--- config.mk ---
export PLATFORM = sky130hd
export DESIGN_NAME = serial_adder_ctrl
export DESIGN_NICKNAME = d
export VERILOG_FILES = /design/src/rtl/serial_adder_ctrl.sv
export SDC_FILE = /design/constraint.sdc
export NUM_CORES = 1
export LEC_CHECK = 0
export ABC_AREA = 1
export BUFFER_PORTS_ARGS = -buffer_cell sky130_fd_sc_hd__buf_2
export CORE_ASPECT_RATIO = 0.7
export CORE_MARGIN = 8
export CORE_UTILIZATION = 50
export DETAILED_ROUTE_END_ITERATION = 8
export GPL_TIMING_DRIVEN = 0
export MAX_ROUTING_LAYER = met4
export PLACE_DENSITY = 0.84
export REMOVE_ABC_BUFFERS = 1
export SETUP_SLACK_MARGIN = 0.1
export SLEW_MARGIN = 10
export SYNTH_ARGS = -nofsm -noshare
export SYNTH_HDL_FRONTEND = slang
export SYNTH_SLANG_ARGS = --single-unit
--- constraint.sdc ---
create_clock -name Clk -period 1.64 [get_ports Clk]
set_input_delay 0.164 -clock Clk [delete_from_list [all_inputs] [get_ports Clk]]
set_output_delay 0.164 -clock Clk [all_outputs]
set_load 0.1 [all_outputs]
--- src/rtl/serial_adder_ctrl.sv ---
// serial_adder_ctrl: bit-serial adder computing {Cout, Sum} = A + B + Cin.
// One 1-bit full adder is reused over WIDTH cycles, LSB first. The control
// FSM steps IDLE -> RUN (WIDTH cycles) -> DONE (one cycle) -> IDLE.
// Optional macro SERIAL_ADDER_LED_INV_EN inverts the LED indicator bus for
// active-low board LEDs. Nothing else depends on it.
module serial_adder_ctrl #(
  parameter int WIDTH = 4  // operand width, legal range 2..16
) (
  input  logic             Clk,
  input  logic             Rst,
  input  logic             Start,
  input  logic [WIDTH-1:0] A,
  input  logic [WIDTH-1:0] B,
  input  logic             Cin,
  output logic [WIDTH-1:0] Sum,
  output logic             Cout,
  output logic             Busy,
  output logic             Done,
  output logic [WIDTH+1:0] LED
);

  // The counter holds 0..WIDTH, so it never wraps within an operation.
  localparam int CW = $clog2(WIDTH) + 1;

  typedef enum logic [1:0] {
    IDLE,
    RUN,
    DONE
  } state_t;

  state_t           state;
  state_t           state_next;

  logic [WIDTH-1:0] a_sh;
  logic [WIDTH-1:0] b_sh;
  logic             carry;
  // The partial result only needs WIDTH-1 bits: the WIDTH-th sum bit goes
  // straight into Sum on the final RUN edge together with the rest.
  logic [WIDTH-2:0] res_sh;
  logic [CW-1:0]    cnt;

  logic             fa_sum;
  logic             fa_carry;
  logic [WIDTH-1:0] res_next;
  logic             last_bit;

  // Single full adder on the operand LSBs and the running carry.
  assign fa_sum   = a_sh[0] ^ b_sh[0] ^ carry;
  assign fa_carry = (a_sh[0] & b_sh[0]) | (a_sh[0] & carry) | (b_sh[0] & carry);
  // New sum bit enters at the MSB; earlier bits move one place toward the LSB.
  assign res_next = {fa_sum, res_sh};
  assign last_bit = (cnt == CW'(WIDTH - 1));

  // State register.
  // NOTE: sequential state uses non-blocking (<=) so every flop samples the
  // pre-edge values, independent of statement order.
  always_ff @(posedge Clk or posedge Rst) begin
    if (Rst) state <= IDLE;
    else     state <= state_next;
  end

  // Next-state and status outputs, decoded from the current state.
  // NOTE: every output of this block is given a default first, so no path
  // leaves one unassigned and no latch is inferred.
  always_comb begin
    state_next = state;
    Busy       = 1'b0;
    Done       = 1'b0;
    unique case (state)
      IDLE: if (Start) state_next = RUN;
      RUN: begin
        Busy = 1'b1;
        if (last_bit) state_next = DONE;
      end
      DONE: begin
        Done       = 1'b1;
        state_next = IDLE;
      end
      default: state_next = IDLE;
    endcase
  end

  // Datapath: capture operands on Start, shift one bit per RUN cycle, and
  // publish the full result only on the last RUN edge.
  // NOTE: every register here is a handful of flops, so all of them take the
  // async reset; a reset mid-operation clears the partial state completely.
  always_ff @(posedge Clk or posedge Rst) begin
    if (Rst) begin
      a_sh   <= '0;
      b_sh   <= '0;
      carry  <= 1'b0;
      res_sh <= '0;
      cnt    <= '0;
      Sum    <= '0;
      Cout   <= 1'b0;
    end else begin
      unique case (state)
        IDLE: begin
          if (Start) begin
            a_sh  <= A;
            b_sh  <= B;
            carry <= Cin;
            cnt   <= '0;
          end
        end
        RUN: begin
          a_sh   <= a_sh >> 1;
          b_sh   <= b_sh >> 1;
          carry  <= fa_carry;
          res_sh <= res_next[WIDTH-1:1];
          cnt    <= cnt + 1'b1;
          if (last_bit) begin
            Sum  <= res_next;
            Cout <= fa_carry;
          end
        end
        default: ;
      endcase
    end
  end

`ifdef SERIAL_ADDER_LED_INV_EN
  assign LED = ~{Done, Cout, Sum};
`else
  assign LED = {Done, Cout, Sum};
`endif

endmodule
======== Yosys cells after proc, flatten, opt, wreduce, memory -nomap -nowiden ========
Cells that the tools add are included.
cells by class
  add/subtract/negate cells ............... 1
  eq/ne operators ......................... 5
  multiplexer cells ....................... 13
  bitwise gates (word level) .............. 7
  reduce and logical (&&, ||, !) cells .... 5
operators with widths
  cell                 number
  $pmux 4 s2           2
  $mux 4               2
  $pmux 3 s2           1
  $reduce_and 2->1     3
  $mux 2               2
  $ne 2x2->1 const B   2
  $pmux 2 s2           1
  $add 3x1->3 const B  1
  $and 1x1->1          3
  $eq 3x2->1 const B   1
  $mux 1               3
  $mux 3               1
  $eq 2x1->1 const B   1
  $eq 2x2->1 const B   1
  $logic_not 2->1      1
  $or 1x1->1           2
  $pmux 1 s2           1
  $reduce_bool 2->1    1
  $xor 1x1->1          2
storage, ports and cells
  register bits after elaboration ......... 22
  input port bits ......................... 12
  output and inout bits ................... 13
  logic and storage cells ................. 39

======== Depth between registers and ports, before layout ========
Gate-level depths: netlist of the first run.
  word-level depth ........................ 4
  gate-level depth with buffers ........... 6
  mapped depth without buffers ............ 6

======== Worst setup path after synthesis of the first run ========
OpenSTA, ideal clock, no wires.
  path kind ............................... register to output
  start ................................... register state[1]
  end ..................................... output LED[5]
  arrival time ............................ 2.372 ns
  data required time ...................... 1.476 ns
  setup slack ............................. -0.896 ns
  cell stages (with the launch flop) ...... 5
  buffers on the path ..................... 2
  path through ............................ dfrtp_1 -> inv_2 -> buf_6 -> nor2_1 -> buf_4
on the way
  word-level cells in the longest chain between the ends .. 2
RTL lines
  item                    RTL line  RTL
  start, declared         31        state_t state;
  start signal, assigned  59        else state <= state_next;
  $eq 2x2->1              69        unique case (state)
  $mux 1                  69
  end, declared           19        output logic [WIDTH+1:0] LED
No other way between the ends.

======== Worst setup path after layout of the first run ========
  start ................................... register state[1]
  end ..................................... output Done
on the way
  word-level cells in the longest chain between the ends .. 2
RTL lines
  item           RTL line  RTL
  $eq 2x2->1     69
  $mux 1         69
  end, declared  18        output logic Done,
No other way between the ends.

==> impl_metrics.json, run 1 <==
{
  "grt_max_degree": 23,
  "fin_skew_ps": 7.46,
  "rsz0062_at_grt": "false",
  "hold_viol": 11,
  "synth_top_area_share_pct": 49.7,
  "dp.cells": 177,
  "reg2reg_to": "cnt[2]",
  "hp-class": "input pin to async pin",
  "r2r_slack_ps": 370,
  "fin_tns_setup_ps": 0,
  "wl_mm": 2.20,
  "drv_cap": 0,
  "final_common_cell": "nand2_1",
  "ff2ff_path_depth": 4,
  "dpl_cell_area_mm2": 0.00119,
  "cts_buffers": 3,
  "crit_path_max_fanout": 12,
  "clkTransAtPathRegs_ps": 120,
  "yosysWarnings": 0,
  "die_x_um": 72.3,
  "instances_no_fill": 182,
  "status": "finished with violations",
  "period_minus_slack_ps": 1450,
  "crit_type": "flop to output pin",
  "period_share_pct": 88.4,
  "num_antenna_cells": 0,
  "critPathRequiredTime_ps": 1480,
  "start_util_pct": 52.3,
  "drive_gt1_share_pct": 26.0,
  "violations": "hold timing",
  "arrival_ps": 1290,
  "yosys_register_bits": 22,
  "holdWs_ps": -4.60,
  "ys_top_cells_by_area": "dfrtp_1 (50%), nand2_1 (13%), inv_1 (7.8%), nand3_1 (6.8%), buf_4 (5.4%)",
  "antenna_found_initial": 0,
  "chipHeight_um": 55.4,
  "cts.path.max_buffers": 2,
  "overflow": 0,
  "vias": 851,
  "dp_hpwl_mm": 1.62,
  "avgViaCountPerCell": 4.68,
  "synth_area_per_cell_um2": 8.46,
  "hold_buffers": 0,
  "tightest_slew_ps": 819,
  "fin_area_mm2": 0.00125,
  "netlist-cell-type-count": 17,
  "syn_area_mm2": 0.00111,
  "clock.fmax_mhz": 690,
  "synthCells": 131,
  "core_area_mm2": 0.00212,
  "syn_to_final_growth_pct": 12.4,
  "cts_tree": "done",
  "relSlewSlack_pct": 45.4,
  "wire_per_inst_um": 12.1,
  "htreeDepth": 1,
  "firstDrtPassIters": 4,
  "cts.sinks": 22,
  "grt_pass1_vias": 820,
  "r2r_start": "state[0]",
  "clk_latency_ps": 310,
  "gp_congestion": 0.808,
  "ant_nets": 0,
  "rows": 14,
  "fill_cells": 190,
  "drv_slew": 0,
  "critPathCaptureType": "output pin",
  "io_buffers": 24,
  "grt_usage_pct": 11.6,
  "clockRootBuffer": "clkbuf_4",
  "drt_iter0_drc": 73,
  "io_pins": 25,
  "grt_pass1_wl_mm": 3.66,
  "num-nets-final": 167,
  "drc": 0,
  "mostFrequentLayoutCells": "nand2_1 (37), inv_1 (23), dfrtp_1 (21), buf_2 (21), nand3_1 (15)",
  "yosys.area.top_type": "dfrtp_1",
  "setup_viol": 0,
  "die_area_mm2": 0.00400,
  "ys_seq_area_share_pct": 49.7,
  "start_kind": "flop"
}
==> critical path, cell delays in order, from the launching register on <==
cell	delay, ps
dfrtp_1	430
inv_2	150
nor2_2	160
buf_6	240
==> kinds of logic (layout without fill, tap and decap cells) <==
family | Yosys count | in the layout | share of synthesized area [%]
AND/OR/NAND/NOR | 59 | 59 | 24.2
flip-flops | 22 | 22 | 49.7
AO/OA/AOI/OAI | 13 | 13 | 6.55
buffers and inverters | 34 | 53 | 15.6
adder cells (fa/ha/maj) | 3 | 3 | 4.06
==> worst max path at each step <==
stage              from  endpoint  slack, ps  depth (start not counted)
3_3_place_gp   state[0]      Busy        180                          3
6_report       state[1]      Done        190                          3
2_1_floorplan  state[0]      Done      -1520                          1
4_1_cts        state[1]      Done          4                          3
5_1_grt        state[1]      Done        110                          3
3_5_place_dp   state[0]      Busy        150                          3
==> layer usage <==
metal,wire [µm],vias up,part of all wire [%],GRT usage (%)
met5,0,-,0,-
met4,10,0,0.45,2.32
met3,146,3,6.6,4.86
met2,1030,29,47,17.6
met1,1010,386,46,14.0
li1,-,433,-,-
==> flip-flops by register name (all words and copies together), names as in the netlist <==
signal / flops
Cout: 1
b_sh: 4
carry: 1
state: 2
cnt: 3
res_sh: 3
Sum: 4
a_sh: 4
==> area by class of cell <==
cell class | instances | area, µm² | share of cell area (%)
Multi-Input combinational cell | 75 | 388 | 31.1
Inverter | 24 | 90.1 | 7.23
Sequential cell | 22 | 552 | 44.3
Clock buffer | 3 | 22.5 | 1.81
Tap cell | 32 | 40.0 | 3.21
Timing Repair Buffer | 26 | 154 | 12.3
==> cell usage after synthesis <==
cell type,count
o21ai_2,1
ha_1,2
inv_2,1
dfrtp_1,22
buf_6,2
nand2_1,37
nand2_2,2
o21ai_1,5
o21ai_0,6
fa_1,1
nor2_1,2
nand2_4,2
nor2_4,1
nand3_1,15
buf_4,8
inv_1,23
a21oi_2,1
==> what timing repair did <==
action,CTS,global route
endpoints found under the hold margin,0,0
buffers inserted,0,2
setup endpoints to repair,3,3
resized for setup,2,8
==> stage by stage <==
stage          utilization [%]  setup WS (ps)
5_1_grt                   58.8            114
6_report                  58.8            190
3_3_place_gp              56.0            180
2_1_floorplan                -          -1520
3_5_place_dp              56.0            148
4_1_cts                   57.2           3.84
Power of run 1 is left out: the tool's default activity adds up to more than one toggle a clock period on the data nets, which glitch-free logic cannot reach.
==> run 2: changes to the inputs <==
--- a/config.mk
+++ b/config.mk
@@ -5,15 +5,14 @@
 export SDC_FILE = /design/constraint.sdc
 export NUM_CORES = 1
 export LEC_CHECK = 0
-export ABC_AREA = 1
 export BUFFER_PORTS_ARGS = -buffer_cell sky130_fd_sc_hd__buf_2
 export CORE_ASPECT_RATIO = 0.7
-export CORE_MARGIN = 8
+export CORE_MARGIN = 4
 export CORE_UTILIZATION = 50
 export DETAILED_ROUTE_END_ITERATION = 8
 export GPL_TIMING_DRIVEN = 0
 export MAX_ROUTING_LAYER = met4
-export PLACE_DENSITY = 0.84
+export PLACE_DENSITY = 0.85
 export REMOVE_ABC_BUFFERS = 1
 export SETUP_SLACK_MARGIN = 0.1
 export SLEW_MARGIN = 10
==> run 2 against run 1 <==
Effect of this change:
- the flow still finishes with violations (hold timing)
- synthesized cell count shrank 27%
- critical path depth is the same
- sequential cell count is the same
- die area shrank 29%
- final cell count shrank 25%
- maximum frequency shrank 2.7%
- clock skew shrank 0.59 ps
- register-to-register slack lost 170 ps
- core utilization grew 4.0 points
- sequential share of layout area grew 2.4 points
- design area shrank 4.9%
- critical endpoint is now Busy
- largest cell class unchanged
==> impl_metrics.json, run 2 <==
{
  "grt_max_degree": 23,
  "io_pins": 25,
  "crit_type": "flop to output pin",
  "cts_tree": "done",
  "relSlewSlack_pct": 46.1,
  "period_share_pct": 90.8,
  "synthCells": 95,
  "start_util_pct": 53.8,
  "synth_area_per_cell_um2": 10.7,
  "grt_pass1_wl_mm": 3.24,
  "yosysWarnings": 0,
  "holdWs_ps": -16.9,
  "num-nets-final": 131,
  "hp-class": "input pin to async pin",
  "chipHeight_um": 45.7,
  "netlist-cell-type-count": 25,
  "fin_tns_setup_ps": 0,
  "drive_gt1_share_pct": 36.5,
  "violations": "hold timing",
  "tightest_slew_ps": 807,
  "synthFlopType": "dfrtp_1",
  "mostFrequentLayoutCells": "buf_2 (21), dfrtp_1 (20), nand2_1 (12), o22ai_1 (9)",
  "clock.fmax_mhz": 672,
  "antenna_found_initial": 0,
  "status": "finished with violations",
  "period_minus_slack_ps": 1490,
  "largest_registers": "Sum (4), a_sh (4), b_sh (4)",
  "fin_skew_ps": 6.87,
  "crit_buf_inv": 2,
  "place_ws_ps": -66.8,
  "slowest_stage": "dfrtp_2",
  "ys_top_cells_by_area": "dfrtp_1 (54%), mux2_2 (5.5%), o22ai_1 (5.5%), buf_4 (4.4%), nand2_1 (4.4%)",
  "critPathCaptureType": "output pin",
  "drv_cap": 0,
  "critPathRequiredTime_ps": 1480,
  "syn_to_final_growth_pct": 16.8,
  "firstDrtPassIters": 4,
  "drv_slew": 0,
  "vias": 756,
  "clockRootBuffer": "clkbuf_4",
  "crit_chain": "nand2b_4 > inv_4 > buf_12",
  "yosys.area.top_type": "dfrtp_1",
  "start_kind": "flop",
  "cts_buffers": 3,
  "grt_pass1_vias": 676,
  "gp_congestion": 0.813,
  "setup_viol": 0,
  "dp_hpwl_mm": 1.51,
  "htreeDepth": 1,
  "arrival_ps": 1330,
  "num_antenna_cells": 0,
  "final_common_cell": "buf_2",
  "avgViaCountPerCell": 5.52,
  "crit_path_max_fanout": 12,
  "wire_per_inst_um": 15.2,
  "synth_top_area_share_pct": 54.3,
  "drt_iter0_drc": 12,
  "fin_ws_ps": 151,
  "hold_buffers": 0,
  "die_area_mm2": 0.00283,
  "core_area_mm2": 0.00189,
  "wl_mm": 2.08,
  "ant_nets": 0,
  "die_x_um": 61.8,
  "hold_viol": 22,
  "ys_top_cells_by_count": "dfrtp_1 (22), nand2_1 (12), o22ai_1 (9)",
  "fill_cells": 145,
  "critPathMaxStageDelay_ps": 530,
  "clk_latency_ps": 310,
  "cts.path.max_buffers": 2,
  "yosysMostFrequentCell": "dfrtp_1",
  "ys_seq_area_share_pct": 54.3,
  "syn_area_mm2": 0.00101,
  "async_flop_share_pct": 100,
  "rsz0062_at_grt": "true",
  "cpLargestDelayFamily": "flip-flops",
  "overflow": 0,
  "path_depth": 3,
  "rows": 13,
  "cts.sinks": 22,
  "synth_edf_count": 0,
  "grt_usage_pct": 17.2,
  "r2r_slack_ps": 200,
  "clkTransAtPathRegs_ps": 120,
  "ff2ff_path_depth": 4,
  "fin_util_pct": 62.8,
  "io_buffers": 24,
  "yosys_register_bits": 22,
  "drc": 0
}
==> run 2: cell count changes in the layout (fill, tap and decap cells not counted), sizes merged, moves of 5 or more <==
cell and change:
o21ai -7, nand3 -15, mux2 +5, o22ai +9, inv -17, a21oi +5, nand2 -28
==> run 2: repair_timing <==
item | 4_1_cts | 5_1_grt
buffers inserted | 0 | 2
endpoints found under the setup margin | 8 | 3
gates resized for setup | 10 | 4
==> run 2: final timing paths <==
check	startpoint	to
max reg2reg	cnt[0]	Sum[3]
max	state[0]	Busy
min	Rst	cnt[1]
min reg2reg	res_sh[2]	res_sh[1]
min in group Clk	A[3]	a_sh[3]
max in group asynchronous	Rst	state[1]
==> run 2: layout make-up <==
| class | instances | area (µm²) | area share [%] |
|---|---|---|---|
| repair buffers | 26 | 163 | 13.7 |
| flip-flops and latches | 22 | 553 | 46.7 |
| well taps | 22 | 27.5 | 2.32 |
| inverters | 7 | 28.8 | 2.43 |
| multi-input cells | 56 | 377 | 31.8 |
| clock buffers | 4 | 36.3 | 3.06 |
==> run 2: cell families (layout without fill, tap and decap cells) <==
logic type	Yosys count	in the layout	share of synthesized area (%)
and+or+nand+nor	23	23	10.9
DFF	22	22	54.3
buffers and inverters	17	37	9.62
muxes	5	5	5.55
AOI/OAI and AO/OA	25	25	15.3
adders and majority gates	3	3	4.44
==> run 2: stage by stage <==
| step | cell area [µm²] | cells | hold WS [ps] |
|---|---|---|---|
| final | 1180 | 137 | -16.9 |
| after global placement | 1090 | 131 | 357 |
| after detailed placement | 1090 | 131 | 356 |
| after CTS | 1160 | 135 | 17.4 |
| after floorplan | 943 | 85 | 153 |
| after global routing | 1180 | 137 | 37.9 |
==> run 2: routing by layer <==
| metal | global-route usage (%) | share of wire (%) |
|---|---|---|
| met1 | 22.2 | 44 |
| met2 | 25.1 | 47 |
| met3 | 5.95 | 6.4 |
| met4 | 6.36 | 2.3 |
| met5 | - | 0 |
Power of run 2 is left out for the same reason.
